--- config.mk ---
export PLATFORM = sky130hd
export DESIGN_NAME = impulse_count_receiver_flat
export DESIGN_NICKNAME = d
export VERILOG_FILES = /design/src/rtl/impulse_count_receiver_if.sv /design/src/rtl/impulse_count_receiver.sv /design/src/flat_wrapper.sv
export SDC_FILE = /design/constraint.sdc
export NUM_CORES = 1
export LEC_CHECK = 0
export BUFFER_PORTS_ARGS = -buffer_cell sky130_fd_sc_hd__buf_4
export CAP_MARGIN = 20
export CORE_UTILIZATION = 55
export DETAILED_ROUTE_END_ITERATION = 12
export PLACE_DENSITY = 0.73
export SLEW_MARGIN = 20
export SYNTH_ARGS = -nofsm -noshare
export SYNTH_HDL_FRONTEND = slang
export SYNTH_SLANG_ARGS = --single-unit
export TNS_END_PERCENT = 5
--- constraint.sdc ---
create_clock -name clk -period 3.7 [get_ports clk]
set_input_delay 0.185 -clock clk [delete_from_list [all_inputs] [get_ports clk]]
set_output_delay 0.185 -clock clk [all_outputs]
set_load 0.05 [all_outputs]
--- src/rtl/impulse_count_receiver_if.sv ---
// ---------------------------------------------------------------------------
// impulse_count_receiver_if
// Serial readout link between the multi-channel impulse counter and the host
// side receiver.
//   serial_in  : count data, MSB first
//   sl_in      : 0 = load/idle, 1 = shift one bit per clk
//   addr_in    : channel address of the word being shifted
//   ovf_in     : global overflow line, sampled with the last bit
//   ovf_rtc_in : RTC overflow line
// Modports: master = counter side (drives), slave = receiver (samples).
// ---------------------------------------------------------------------------
interface impulse_count_receiver_if #(
    parameter int ADDR_W = 4
);
    logic              serial_in;
    logic              sl_in;
    logic [ADDR_W-1:0] addr_in;
    logic              ovf_in;
    logic              ovf_rtc_in;

    modport master (output serial_in, sl_in, addr_in, ovf_in, ovf_rtc_in);
    modport slave  (input  serial_in, sl_in, addr_in, ovf_in, ovf_rtc_in);
endinterface

--- src/rtl/impulse_count_receiver.sv ---
// ---------------------------------------------------------------------------
// impulse_count_receiver
// Deserializes the counter's MSB-first readout stream, checks frame
// integrity, stores count + overflow flag per channel in a register bank and
// keeps a sticky flag for the RTC overflow line.
//
// Ports
//   clk, rst_n       : clock (rising edge), async active-low reset
//   link (slave)     : serial readout link (see impulse_count_receiver_if)
//   i_clr_sticky     : synchronous clear of o_rtc_ovf_sticky (set wins)
//   i_rd_sel         : bank read address
//   o_rd_data/o_rd_ovf : stored count / ovf flag for i_rd_sel (combinational,
//                        0 when i_rd_sel >= NUM_CH)
//   o_word_valid     : one-cycle pulse per complete word
//   o_word_data/o_word_addr : last received word and its address (held)
//   o_frame_error    : one-cycle pulse on an aborted or corrupted frame
//   o_rtc_ovf_sticky : set on a rising edge of ovf_rtc_in
//
// Build option: define RX_INPUT_SYNC_EN to pass every link input through a
// 2-flop synchronizer (counter chip on its own clock); adds 2 cycles latency.
// ---------------------------------------------------------------------------
module impulse_count_receiver #(
    parameter int WIDTH  = 16,
    parameter int NUM_CH = 8,
    parameter int ADDR_W = 4
) (
    input  logic                   clk,
    input  logic                   rst_n,
    impulse_count_receiver_if.slave link,
    input  logic                   i_clr_sticky,
    input  logic [ADDR_W-1:0]      i_rd_sel,
    output logic [WIDTH-1:0]       o_rd_data,
    output logic                   o_rd_ovf,
    output logic                   o_word_valid,
    output logic [WIDTH-1:0]       o_word_data,
    output logic [ADDR_W-1:0]      o_word_addr,
    output logic                   o_frame_error,
    output logic                   o_rtc_ovf_sticky
);

    localparam int CNT_W = $clog2(WIDTH + 1);
    localparam int IDX_W = (NUM_CH > 1) ? $clog2(NUM_CH) : 1;
    localparam logic [ADDR_W:0] NUM_CH_L = (ADDR_W + 1)'(NUM_CH);

    typedef enum logic [1:0] {IDLE, SHIFT, DONE, WAIT_LOAD} state_t;

    // ---------------- input stage ----------------
    logic              w_ser, w_sl, w_ovf, w_rtc;
    logic [ADDR_W-1:0] w_addr;

`ifdef RX_INPUT_SYNC_EN
    logic [1:0]             r_ser_s, r_sl_s, r_ovf_s, r_rtc_s;
    logic [1:0][ADDR_W-1:0] r_addr_s;

    always_ff @(posedge clk or negedge rst_n) begin
        if (!rst_n) begin
            r_ser_s  <= '0;
            r_sl_s   <= '0;
            r_ovf_s  <= '0;
            r_rtc_s  <= '0;
            r_addr_s <= '0;
        end else begin
            r_ser_s  <= {r_ser_s[0], link.serial_in};
            r_sl_s   <= {r_sl_s[0],  link.sl_in};
            r_ovf_s  <= {r_ovf_s[0], link.ovf_in};
            r_rtc_s  <= {r_rtc_s[0], link.ovf_rtc_in};
            r_addr_s <= {r_addr_s[0], link.addr_in};
        end
    end

    assign w_ser  = r_ser_s[1];
    assign w_sl   = r_sl_s[1];
    assign w_ovf  = r_ovf_s[1];
    assign w_rtc  = r_rtc_s[1];
    assign w_addr = r_addr_s[1];
`else
    assign w_ser  = link.serial_in;
    assign w_sl   = link.sl_in;
    assign w_ovf  = link.ovf_in;
    assign w_rtc  = link.ovf_rtc_in;
    assign w_addr = link.addr_in;
`endif

    // ---------------- state ----------------
    state_t            r_state;
    logic [CNT_W-1:0]  r_bit_cnt;
    logic [WIDTH-1:0]  r_shift;
    logic [ADDR_W-1:0] r_addr_lat;

    logic [WIDTH-1:0]  r_bank_cnt [NUM_CH];
    logic [NUM_CH-1:0] r_bank_ovf;

    logic              r_word_valid;
    logic [WIDTH-1:0]  r_word_data;
    logic [ADDR_W-1:0] r_word_addr;
    logic              r_frame_error;
    logic              r_rtc_d;
    logic              r_rtc_sticky;

    // ---------------- datapath / decode ----------------
    logic [WIDTH-1:0]  w_word;      // shift register after taking this bit
    logic [ADDR_W-1:0] w_addr_src;  // address the completing word belongs to
    logic              w_last;      // this cycle samples the final bit
    logic              w_err;       // this cycle aborts the frame
    logic              w_wr_in;     // completing word maps onto the bank
    logic [IDX_W-1:0]  w_wr_idx;
    logic [IDX_W-1:0]  w_rd_idx;
    logic              w_rd_in;

    always_comb begin
        w_word     = '0;
        w_addr_src = r_addr_lat;
        w_last     = 1'b0;
        w_err      = 1'b0;
        if (r_state == IDLE) begin
            // First bit lands at the LSB; after WIDTH shifts it is the MSB.
            w_word     = WIDTH'(w_ser);
            w_addr_src = w_addr;
            w_last     = w_sl && (WIDTH == 1);
        end else if (r_state == SHIFT) begin
            w_word = (r_shift << 1) | WIDTH'(w_ser);
            w_err  = !w_sl || (w_addr != r_addr_lat);
            w_last = !w_err && (r_bit_cnt == CNT_W'(WIDTH - 1));
        end
    end

    assign w_wr_in  = ({1'b0, w_addr_src} < NUM_CH_L);
    assign w_wr_idx = w_addr_src[IDX_W-1:0];
    assign w_rd_in  = ({1'b0, i_rd_sel} < NUM_CH_L);
    assign w_rd_idx = i_rd_sel[IDX_W-1:0];

    // ---------------- FSM + registered outputs ----------------
    always_ff @(posedge clk or negedge rst_n) begin
        if (!rst_n) begin
            r_state       <= IDLE;
            r_bit_cnt     <= '0;
            r_shift       <= '0;
            r_addr_lat    <= '0;
            r_bank_ovf    <= '0;
            r_word_valid  <= 1'b0;
            r_word_data   <= '0;
            r_word_addr   <= '0;
            r_frame_error <= 1'b0;
            for (int i = 0; i < NUM_CH; i++) r_bank_cnt[i] <= '0;
        end else begin
            r_word_valid  <= w_last;
            r_frame_error <= w_err;

            // Word and bank update on the edge entering the valid cycle, so a
            // same-address read during word_valid already sees the new value.
            if (w_last) begin
                r_word_data <= w_word;
                r_word_addr <= w_addr_src;
                if (w_wr_in) begin
                    r_bank_cnt[w_wr_idx] <= w_word;
                    r_bank_ovf[w_wr_idx] <= w_ovf;
                end
            end

            case (r_state)
                IDLE: begin
                    if (w_sl) begin
                        r_shift    <= w_word;
                        r_addr_lat <= w_addr;
                        r_bit_cnt  <= CNT_W'(1);
                        r_state    <= (WIDTH == 1) ? DONE : SHIFT;
                    end
                end
                SHIFT: begin
                    if (w_err) begin
                        r_bit_cnt <= '0;
                        r_state   <= IDLE;
                    end else begin
                        r_shift   <= w_word;
                        r_bit_cnt <= r_bit_cnt + CNT_W'(1);
                        if (w_last) r_state <= DONE;
                    end
                end
                DONE: begin
                    r_bit_cnt <= '0;
                    r_state   <= w_sl ? WAIT_LOAD : IDLE;
                end
                WAIT_LOAD: begin
                    // Surplus bits are dropped until the counter goes back to load.
                    if (!w_sl) r_state <= IDLE;
                end
                default: r_state <= IDLE;
            endcase
        end
    end

    // ---------------- RTC overflow sticky ----------------
    always_ff @(posedge clk or negedge rst_n) begin
        if (!rst_n) begin
            r_rtc_d      <= 1'b0;
            r_rtc_sticky <= 1'b0;
        end else begin
            r_rtc_d <= w_rtc;
            if (w_rtc && !r_rtc_d)  r_rtc_sticky <= 1'b1;   // set beats clear
            else if (i_clr_sticky)  r_rtc_sticky <= 1'b0;
        end
    end

    // ---------------- read port ----------------
    always_comb begin
        o_rd_data = '0;
        o_rd_ovf  = 1'b0;
        if (w_rd_in) begin
            o_rd_data = r_bank_cnt[w_rd_idx];
            o_rd_ovf  = r_bank_ovf[w_rd_idx];
        end
    end

    assign o_word_valid     = r_word_valid;
    assign o_word_data      = r_word_data;
    assign o_word_addr      = r_word_addr;
    assign o_frame_error    = r_frame_error;
    assign o_rtc_ovf_sticky = r_rtc_sticky;

endmodule

--- src/flat_wrapper.sv ---
// flat-port wrapper written by rule: the top's interface ports become plain ports
module impulse_count_receiver_flat 
#(
    parameter int WIDTH  = 16,
    parameter int NUM_CH = 8,
    parameter int ADDR_W = 4
)
  (clk, rst_n, i_clr_sticky, i_rd_sel, o_rd_data, o_rd_ovf, o_word_valid, o_word_data, o_word_addr, o_frame_error, o_rtc_ovf_sticky, link_serial_in, link_sl_in, link_addr_in, link_ovf_in, link_ovf_rtc_in);
  impulse_count_receiver_if #(.ADDR_W(ADDR_W)) link_i ();
  input  logic clk;
  input  logic rst_n;
  input  logic i_clr_sticky;
  input  logic [ADDR_W-1:0] i_rd_sel;
  output logic [WIDTH-1:0] o_rd_data;
  output logic o_rd_ovf;
  output logic o_word_valid;
  output logic [WIDTH-1:0] o_word_data;
  output logic [ADDR_W-1:0] o_word_addr;
  output logic o_frame_error;
  output logic o_rtc_ovf_sticky;
  input wire logic [$bits(link_i.serial_in)-1:0] link_serial_in;
  input wire logic [$bits(link_i.sl_in)-1:0] link_sl_in;
  input wire logic [$bits(link_i.addr_in)-1:0] link_addr_in;
  input wire logic [$bits(link_i.ovf_in)-1:0] link_ovf_in;
  input wire logic [$bits(link_i.ovf_rtc_in)-1:0] link_ovf_rtc_in;
  assign link_i.serial_in = link_serial_in;
  assign link_i.sl_in = link_sl_in;
  assign link_i.addr_in = link_addr_in;
  assign link_i.ovf_in = link_ovf_in;
  assign link_i.ovf_rtc_in = link_ovf_rtc_in;
  impulse_count_receiver #(.WIDTH(WIDTH), .NUM_CH(NUM_CH), .ADDR_W(ADDR_W)) u_core (.clk(clk), .rst_n(rst_n), .link(link_i), .i_clr_sticky(i_clr_sticky), .i_rd_sel(i_rd_sel), .o_rd_data(o_rd_data), .o_rd_ovf(o_rd_ovf), .o_word_valid(o_word_valid), .o_word_data(o_word_data), .o_word_addr(o_word_addr), .o_frame_error(o_frame_error), .o_rtc_ovf_sticky(o_rtc_ovf_sticky));
endmodule
==> out/summary.txt <==
Nets -> 674
DRC violations left -> 0
WL/cell -> 20.8 um
Vias -> 5127
CTS tree -> yes
DR top layer -> met4
Hold_ws -> 0.0331 ns
Total Neg Setup Slack -> 0 ns
Worst Path Arrival -> 3.05 ns
Crit end category -> flop
Worst vdd ir -> 0.349 mV
Total CTS buffers -> 17
# port buffers -> 54
Vias per Instance -> 5.88
Placer Congestion -> 0.772
Met3 routed WL -> 807 um
WL met1 -> 8040 um
# diodes -> 0
Initial DRC Count -> 265
Simple-gate area share of the yosys netlist -> 6.09%
Max-Cap Viols -> 0
Worst Tran Pin Value -> 0.849 ns
Internal cell power -> 3290 uW
Slew margin rel. -> 43.4%
First-pass GRT wire length -> 29400 um
Synth cell types -> 44
Critical Path Fanout Max -> 17
Setup Buffers After CTS -> 0
Yosys warns -> 0
Global route overflow -> 0
Ports -> 55
Standard-cell rows -> 45
Die Area -> 0.0163 sq mm
H-tree levels -> 4
Core area -> 0.0153 sq mm
Sequential Power Share -> 47.1%
Crit start category -> flop
Num Clock Sinks -> 186
Placed cell areas -> 0.00930 sq mm
Comb pwr share -> 17.2%
Worst Path Required -> 4.00 ns
Adder-cell share of the synthesized area -> 1.01%
Post-synthesis compound-gate area fraction -> 2.46%
Mapped Area -> 0.00870 sq mm
Clk Latency, worst-skew pair -> 0.42 ns
Number of routed nets with antenna violations -> 0
CP Class -> flop to flop
Tcrit/Tclk final -> 74.3%
Most common cell after layout, fill and taps aside -> dfrtp_1
Register area share after synthesis -> 53.5%
Clock share of power -> 35.7%
Antenna violations before repair -> 0
Share of layout cells above drive strength 1 -> 45.1%
DIE HEIGHT -> 128 um
Design Area, Final -> 0.00986 sq mm
DR WL met2 -> 9030 um
Seq cells post-synth -> 186
Mean Syn Cell Area -> 14.4 sq um
Final slew viol count -> 0
Sw Pwr -> 1290 uW
Syn nets -> 625
Lkg Pwr -> 0.00481 uW
Most frequent cells in the layout -> dfrtp_1, mux2_2, buf_4
Status -> finished clean
Final hold viol count -> 0
HP Class -> input pin to flop
Fin crit period -> 2.75 ns
Clock transition at path regs -> 0.06 ns
Hpwl dp -> 11300 um
Drt first pass iters -> 4
Clock Skews -> 0.00764 ns
Largest family of logic cells by synthesized area -> multiplexers
Worst slack, placed -> 0.963 ns
Mux cell area share after synthesis -> 33.3%
Switch share -> 28.2%
Fmax -> 364 MHz
Largest net degree at the start of global routing -> 86
Final wirelength -> 18100 um
Die X -> 128 um
Vias in the first global route -> 5373
Initial Util -> 56.8%
CTS root buf -> clkbuf_16
GRT Overall Usage -> 24.2%
Post-Syn Instances -> 603
XOR/XNOR Fraction of Synth Area -> 0.403%
Worst-case clock buffer depth -> 2
Synthesis-to-layout area growth -> 13.4%
PwrDens -> 465 mW/mm^2
Worst setup margin -> 0.951 ns
RSZ-0062 raised after global routing -> false
Post_cts resized -> 0
Final Setup Violations -> 0
[critical path, stage by stage (launching register included)]
cell and delay, ns:
dfrtp_1 0.40, inv_1 0.13, ha_1 0.21, mux2_4 0.32, or3b_1 0.49, or4_4 0.72, mux2_4 0.36
[cell type report]
class | count | area [sq um]
clock buffers | 26 | 509
clock inverters | 2 | 12.5
fillers | 1183 | 5450
inverters | 18 | 67.6
multi-input cells | 355 | 3780
flip-flops and latches | 186 | 4650
well taps | 211 | 264
repair buffers | 74 | 569
[logic make-up after synthesis]
logic type               after synthesis
multiplexers                         222
adder cells (fa/ha/maj)                7
AND/OR/NAND/NOR                       90
buffers and inverters                 62
AO/OA/AOI/OAI                         32
flip-flops                           186
XOR/XNOR                               4
[sequential cells by signal (all words and copies together), names as in the netlist]
register,count
u_core.o_rtc_ovf_sticky,1
u_core.o_frame_error,1
u_core.o_word_valid,1
u_core.o_word_data,16
u_core.r_bank_cnt,128
u_core.r_bank_ovf,8
u_core.o_word_addr,4
u_core.r_shift,15
u_core.r_rtc_d,1
u_core.r_bit_cnt,5
u_core.r_state,2
u_core.r_addr_lat,4
[routing by layer]
metal	up-vias	track usage [%]
li1	2274	-
met5	-	0
met1	2735	32.9
met3	12	4.72
met4	0	7.47
met2	106	39.5
[synth_stat cells (all sizes together)]
cell type	instances	area share (%)
clkbuf	22	0.95
nor2	25	1.1
a211oi	1	0.086
o21a	1	0.086
and2	10	0.72
a2bb2oi	2	0.20
mux2	162	21
nand3	3	0.17
dfrtp	186	54
a31oi	2	0.14
nor2b	4	0.29
nand2	18	0.78
o22a	1	0.10
and3	5	0.36
buf	22	1.5
xnor2	4	0.40
and3b	1	0.10
a21oi	9	0.52
or4	2	0.22
a41oi	1	0.10
a22o	1	0.10
nand4	10	0.79
ha	7	1.0
mux4	34	8.8
o31ai	9	0.78
or3b	1	0.10
nor4	6	1.2
nand2b	2	0.14
a311oi	1	0.10
inv	17	0.73
o21ai	3	0.17
o22ai	1	0.072
mux2i	26	3.0
clkinv	1	0.043
nor3	3	0.17
[through the flow]
stage / total power (uW) / util [%] / cells
floorplan: 2740 / - / 603
global placement: 2940 / 60.7 / 840
detailed placement: 2980 / 60.7 / 840
CTS: 4610 / 64.4 / 872
global route: 4790 / 64.4 / 872
finish: 4580 / 64.4 / 872
[what timing repair did]
item | 4_1_cts | 5_1_grt
setup endpoints to repair | 0 | 0
endpoints found under the hold margin | 85 | 0
hold buffers | 4 | 0
[final timing paths]
| path | slack [ns] | depth (start not counted) | start | endpoint |
|---|---|---|---|---|
| max | 0.95 | 6 | u_core.r_state[0] | u_core.r_bank_cnt[86] |
| min | 0.03 | 2 | link_addr_in[2] | u_core.r_addr_lat[2] |
| max reg2reg | 0.95 | 6 | u_core.r_state[0] | u_core.r_bank_cnt[86] |
| min reg2reg | 0.43 | 1 | u_core.r_rtc_d | u_core.o_rtc_ovf_sticky |
| max in group asynchronous | 2.24 | 3 | rst_n | u_core.r_bank_cnt[56] |
| min in group asynchronous | 0.38 | 2 | rst_n | u_core.o_word_valid |
[power by group through the flow]
stage	clock network, uW	logic (uW)	registers (uW)
floorplan	0	560	2180
detailed placement	0	779	2200
global route	1760	863	2170
global placement	0	747	2190
finish	1640	786	2160
CTS	1670	786	2160
(Power assumes the default switching activity.)
